==> src/rtl/bus_arbiter.sv <==
// Round-robin arbiter/sequencer for the shared snooping coherence bus.
// Grants one cache, broadcasts its command/address once, then holds the bus until completion or watchdog expiry.
module bus_arbiter #(
   parameter int NUM_CACHES = 4,
   parameter int XLEN       = 32,
   parameter int TIMEOUT    = 64
) (
   input  logic                            clk,
   input  logic                            rst,
   input  logic [NUM_CACHES-1:0]           req,
   input  logic [2*NUM_CACHES-1:0]         req_cmd,
   input  logic [XLEN*NUM_CACHES-1:0]      req_addr,
   input  logic                            bus_done,
   output logic [NUM_CACHES-1:0]           gnt,
   output logic                            bus_valid,
   output logic [1:0]                      bus_cmd,
   output logic [XLEN-1:0]                 bus_addr,
   output logic [$clog2(NUM_CACHES)-1:0]   bus_owner,
   output logic                            timeout_err
);

   localparam int OW = $clog2(NUM_CACHES);
   localparam int WW = $clog2(TIMEOUT);

   localparam logic [1:0]            CMD_BUSRD  = 2'd0;
   localparam logic [1:0]            CMD_BUSRDX = 2'd1;
   localparam logic [1:0]            CMD_RSVD   = 2'd3;
   localparam logic [OW:0]           NC         = (OW+1)'(NUM_CACHES);
   localparam logic [OW-1:0]         OWN_LAST   = OW'(NUM_CACHES-1);
   localparam logic [WW-1:0]         WCNT_MAX   = WW'(TIMEOUT-1);
   localparam logic [NUM_CACHES-1:0] GNT_ONE    = NUM_CACHES'(1);

   typedef enum logic [1:0] {
      S_IDLE,
      S_BCAST,
      S_WAIT,
      S_RELEASE
   } state_t;

   state_t                r_state;
   logic [OW-1:0]         r_ptr;
   logic [WW-1:0]         r_wcnt;
   logic [NUM_CACHES-1:0] r_gnt;
   logic                  r_valid;
   logic [1:0]            r_cmd;
   logic [XLEN-1:0]       r_addr;
   logic [OW-1:0]         r_owner;
   logic                  r_terr;

   logic                  w_found;
   logic [OW-1:0]         w_sel;
   logic [OW:0]           w_idx;
   logic [1:0]            w_cmd_arr  [NUM_CACHES];
   logic [XLEN-1:0]       w_addr_arr [NUM_CACHES];

   for (genvar g = 0; g < NUM_CACHES; g++) begin : g_unpack
      assign w_cmd_arr[g]  = req_cmd[2*g +: 2];
      assign w_addr_arr[g] = req_addr[XLEN*g +: XLEN];
   end

   // First requester at or above r_ptr, wrapping; index kept one bit wide to absorb the wrap.
   always_comb begin
      w_found = 1'b0;
      w_sel   = '0;
      w_idx   = '0;
      for (int unsigned i = 0; i < NUM_CACHES; i++) begin
         w_idx = {1'b0, r_ptr} + (OW+1)'(i);
         if (w_idx >= NC) begin
            w_idx = w_idx - NC;
         end
         if (!w_found && req[w_idx[OW-1:0]]) begin
            w_found = 1'b1;
            w_sel   = w_idx[OW-1:0];
         end
      end
   end

   always_ff @(posedge clk or posedge rst) begin
      if (rst) begin
         r_state <= S_IDLE;
         r_ptr   <= '0;
         r_wcnt  <= '0;
         r_gnt   <= '0;
         r_valid <= 1'b0;
         r_cmd   <= '0;
         r_addr  <= '0;
         r_owner <= '0;
         r_terr  <= 1'b0;
      end else begin
         case (r_state)
            S_IDLE: begin
               if (w_found) begin
                  r_owner <= w_sel;
                  r_cmd   <= w_cmd_arr[w_sel];
                  r_addr  <= w_addr_arr[w_sel];
                  r_gnt   <= GNT_ONE << w_sel;
                  r_valid <= (w_cmd_arr[w_sel] != CMD_RSVD);
                  r_state <= S_BCAST;
               end
            end
            S_BCAST: begin
               r_valid <= 1'b0;
               if (r_cmd == CMD_BUSRD || r_cmd == CMD_BUSRDX) begin
                  r_wcnt  <= '0;
                  r_state <= S_WAIT;
               end else begin
                  r_gnt   <= '0;
                  r_state <= S_RELEASE;
               end
            end
            S_WAIT: begin
               // Completion takes precedence over a simultaneous watchdog expiry.
               if (bus_done) begin
                  r_gnt   <= '0;
                  r_state <= S_RELEASE;
               end else if (r_wcnt == WCNT_MAX) begin
                  r_terr  <= 1'b1;
                  r_gnt   <= '0;
                  r_state <= S_RELEASE;
               end else begin
                  r_wcnt <= r_wcnt + 1'b1;
               end
            end
            S_RELEASE: begin
               r_ptr   <= (r_owner == OWN_LAST) ? '0 : r_owner + 1'b1;
               r_state <= S_IDLE;
            end
            default: begin
               r_state <= S_IDLE;
            end
         endcase
      end
   end

   assign gnt         = r_gnt;
   assign bus_valid   = r_valid;
   assign bus_cmd     = r_cmd;
   assign bus_addr    = r_addr;
   assign bus_owner   = r_owner;
   assign timeout_err = r_terr;

endmodule

==> config.mk <==
export PLATFORM = sky130hd
export DESIGN_NAME = bus_arbiter
export DESIGN_NICKNAME = d
export VERILOG_FILES = /design/src/rtl/bus_arbiter.sv
export SDC_FILE = /design/constraint.sdc
export NUM_CORES = 1
export LEC_CHECK = 0
export ABC_AREA = 1
export BUFFER_PORTS_ARGS = -buffer_cell sky130_fd_sc_hd__buf_2
export CAP_MARGIN = 20
export CORE_UTILIZATION = 30
export DETAILED_ROUTE_END_ITERATION = 16
export PLACE_DENSITY = 0.69
export SYNTH_ARGS = -nofsm -noshare
export SYNTH_HDL_FRONTEND = slang
export SYNTH_SLANG_ARGS = --single-unit
==> constraint.sdc <==
create_clock -name clk -period 5.5 [get_ports clk]
set_input_delay 0.55 -clock clk [delete_from_list [all_inputs] [get_ports clk]]
set_output_delay 0.55 -clock clk [all_outputs]
set_load 0.05 [all_outputs]
==> flow_metrics.env <==
export IMPL_finalNonFillerCells=887
export IMPL_overall_die_width_um=112.4
export IMPL_die_height_um=112.4
export IMPL_synth_edff_count=0
export IMPL_worst_ep_required_time_ns=5.68
export IMPL_postSynthAreaPerCell_um2=6.321
export IMPL_slew_limit_headroom_pct=52.67
export IMPL_tritoncts_num_sinks=52
export IMPL_yosys_register_bits=52
export IMPL_synth_top_cell_area_share_pct=35.62
export IMPL_floorplan_core_area_um2=11660
export IMPL_placed_area_um2=4609
export IMPL_clock_root_buffer="clkbuf_16"
export IMPL_setup_worst_path_class="reg -> reg"
export IMPL_route_detailed_wl_per_inst_um=13.09
export IMPL_gp_congestion=0.8613
export IMPL_estimated_wirelength_of_the_detail_placed_design_mm=8.463
export IMPL_num_rows=39
export IMPL_synth_ff_type="dfrtp_1"
export IMPL_critical_path_maximum_fanout=70
export IMPL_drt_first_iter_violations=225
export IMPL_cap_viol_max_count=0
export IMPL_vias=4169
export IMPL_holdCritPathClass="in -> async"
export IMPL_synth_most_common_cell="nand2_1"
export IMPL_cp_data_arrival_time_ns=3.14
export IMPL_final_min_clock_period_ns=2.964
export IMPL_multi_input_area_um2=2074
export IMPL_die_area_um2=12620
export IMPL_max_freq_mhz=337.3
export IMPL_numCtsBuffers=5
export IMPL_maximum_number_of_pins_on_one_net_before_global_route_repair=72
export IMPL_placedCellCount=877
export IMPL_final_hold_violation_count=0
export IMPL_clock_path_buffers=2
export IMPL_tritoncts_clock_tree="done"
export IMPL_setup_violations=0
export IMPL_drcViolationCount=0
export IMPL_timing_critical_path_to_type="flop"
export IMPL_max_slew_violation_total_from_the_final_report=0
export IMPL_final_area_um2=4815
export IMPL_holdBufCountCts=0
export IMPL_grt_usage_pct=18.46
export IMPL_synth_net_count=729
export IMPL_grt_overflow_total=0
export IMPL_post_synth_cell_types=30
export IMPL_first_pass_iters=4
export IMPL_synthesis_yosys_warnings=0
export IMPL_syn_instance_count=578
export IMPL_cts_repair_timing_setup_buffer_count=0
export IMPL_layout_cell_share_with_drive_strength_beyond_1_pct=28.40
export IMPL_detail_route_antenna_nets=0
export IMPL_grt_first_pass_wirelength_mm=18.64
export IMPL_result_of_the_run="finished clean"
export IMPL_drt_total_wl_mm=11.61
export IMPL_worstSetupStartpointType="flop"
export IMPL_port_buffer_count=184
export IMPL_yosys_top_cells_count="299 x nand2_1, 107 x nand3_1, 52 x dfrtp_1"
export IMPL_synthDominantAreaCellType="dfrtp_1"
export IMPL_worst_setup_hold_path_clk_slew_ns=0.07
export IMPL_number_of_h_tree_levels=2
export IMPL_fillCellCount=1291
export IMPL_finalSetupTns_ns=0
export IMPL_seq_area_um2=1301
export IMPL_rsz0062_at_grt="no"
export IMPL_area_growth_pct=31.78
export IMPL_synth_area_um2=3654
export IMPL_io_pins=185
export IMPL_synth_seq_area_share_pct=35.62
export IMPL_fin_crit_sh_pct=53.90
export IMPL_first_global_vias=3920
export IMPL_clk_latency_ns=0.29
export IMPL_cts_resized_gates=0
export IMPL_antenna_found_initial=1
export IMPL_worst_slew_pin_transition_ns=0.7099
export IMPL_layout_nets=893
export IMPL_postSynth_asyncResetShare_pct=100.0
export IMPL_initial_core_util_pct=31.33
export IMPL_vias_per_cell=4.700
export IMPL_most_area_consuming_cells_after_synthesis="dfrtp_1 36%, nand2_1 31%, nand3_1 15%"
export IMPL_fin_clk_skew_ns=0.005661
per-layer routing:
| metal | up-vias | track usage [%] | wire length, um | part of all wire [%] |
|---|---|---|---|---|
| li1 | 2169 | - | - | - |
| met1 | 1854 | 23.27 | 5123 | 44 |
| met2 | 133 | 30.97 | 5493 | 47 |
| met3 | 13 | 4.914 | 800 | 6.9 |
| met4 | 0 | 5.422 | 194 | 1.7 |
| met5 | - | 0 | 0 | 0 |
final timing paths:
| check | start | to | slack, ns | cells past startpoint |
|---|---|---|---|---|
| min in group clk | bus_done | timeout_err | 0.47 | 2 |
| max in group asynchronous | rst | bus_addr[19] | 4.61 | 3 |
| max reg2reg | r_ptr[0] | bus_addr[23] | 2.54 | 13 |
| min reg2reg | bus_addr[23] | bus_addr[23] | 0.47 | 2 |
| min | rst | r_wcnt[0] | 0.43 | 3 |
| max | r_ptr[0] | bus_addr[23] | 2.54 | 13 |
per-stage QoR:
| stage | hold WS (ns) | util, % | setup slack (ns) |
|---|---|---|---|
| 6_report | 0.4336 | 41.28 | 2.536 |
| 2_1_floorplan | 0.4754 | - | 3.481 |
| 5_1_grt | 0.4704 | 41.26 | 2.252 |
| 3_5_place_dp | 0.4602 | 39.52 | 2.560 |
| 4_1_cts | 0.4652 | 41.09 | 2.539 |
| 3_3_place_gp | 0.4520 | 39.52 | 2.572 |
critical path, stage by stage (launching register included):
cell	delay [ns]
dfrtp_1	0.58
inv_4	0.11
nand2_1	0.09
nand2_1	0.10
o21ai_1	0.25
nand3b_1	0.15
nand3_1	0.08
nand2_2	0.06
buf_4	0.54
inv_2	0.46
nand2_1	0.22
nand3_1	0.08
nand2_1	0.06
nand2_1	0.05
cell families (layout without fill, tap and decap cells):
family,after synthesis,in the layout,synth area share [%]
buf+inv,58,223,7.603
compound gates,28,28,4.178
fa+ha+maj,8,8,2.740
simple gates,431,431,49.62
xor+xnor,1,1,0.2398
other cells,0,1,0
flops,52,52,35.62
sequential cells by signal, summed over array words and instances (netlist names):
register	flops
r_state	2
gnt	4
bus_owner	2
bus_valid	1
bus_addr	32
r_ptr	2
bus_cmd	2
r_wcnt	6
timeout_err	1
cell type report:
class                           instances  share of cell area [%]
Timing Repair Buffer                  190                   20.32
Multi-Input combinational cell        468                   43.09
Clock buffer                            7                   3.170
Tap cell                              143                   3.716
Inverter                               25                   2.001
Clock inverter                          1                  0.6237
Antenna cell                            1                 0.05198
Sequential cell                        52                   27.03
layout by cell type, fill, tap and decap left out, types with 2 or more instances in the layout:
cell and instances:
dfrtp_1 52, nor2_1 10, o22ai_1 2, inv_2 4, nand2_1 299, buf_4 5, nand3_2 2, nand3_1 107
nand2_2 4, clkbuf_8 2, inv_1 19, a21oi_1 4, clkbuf_16 5, ha_1 8, o21ai_0 17, buf_2 184
nand4_1 5
Power is not shown: default switching activity piles up to over one toggle a cycle in this logic, so the estimate is an artifact.
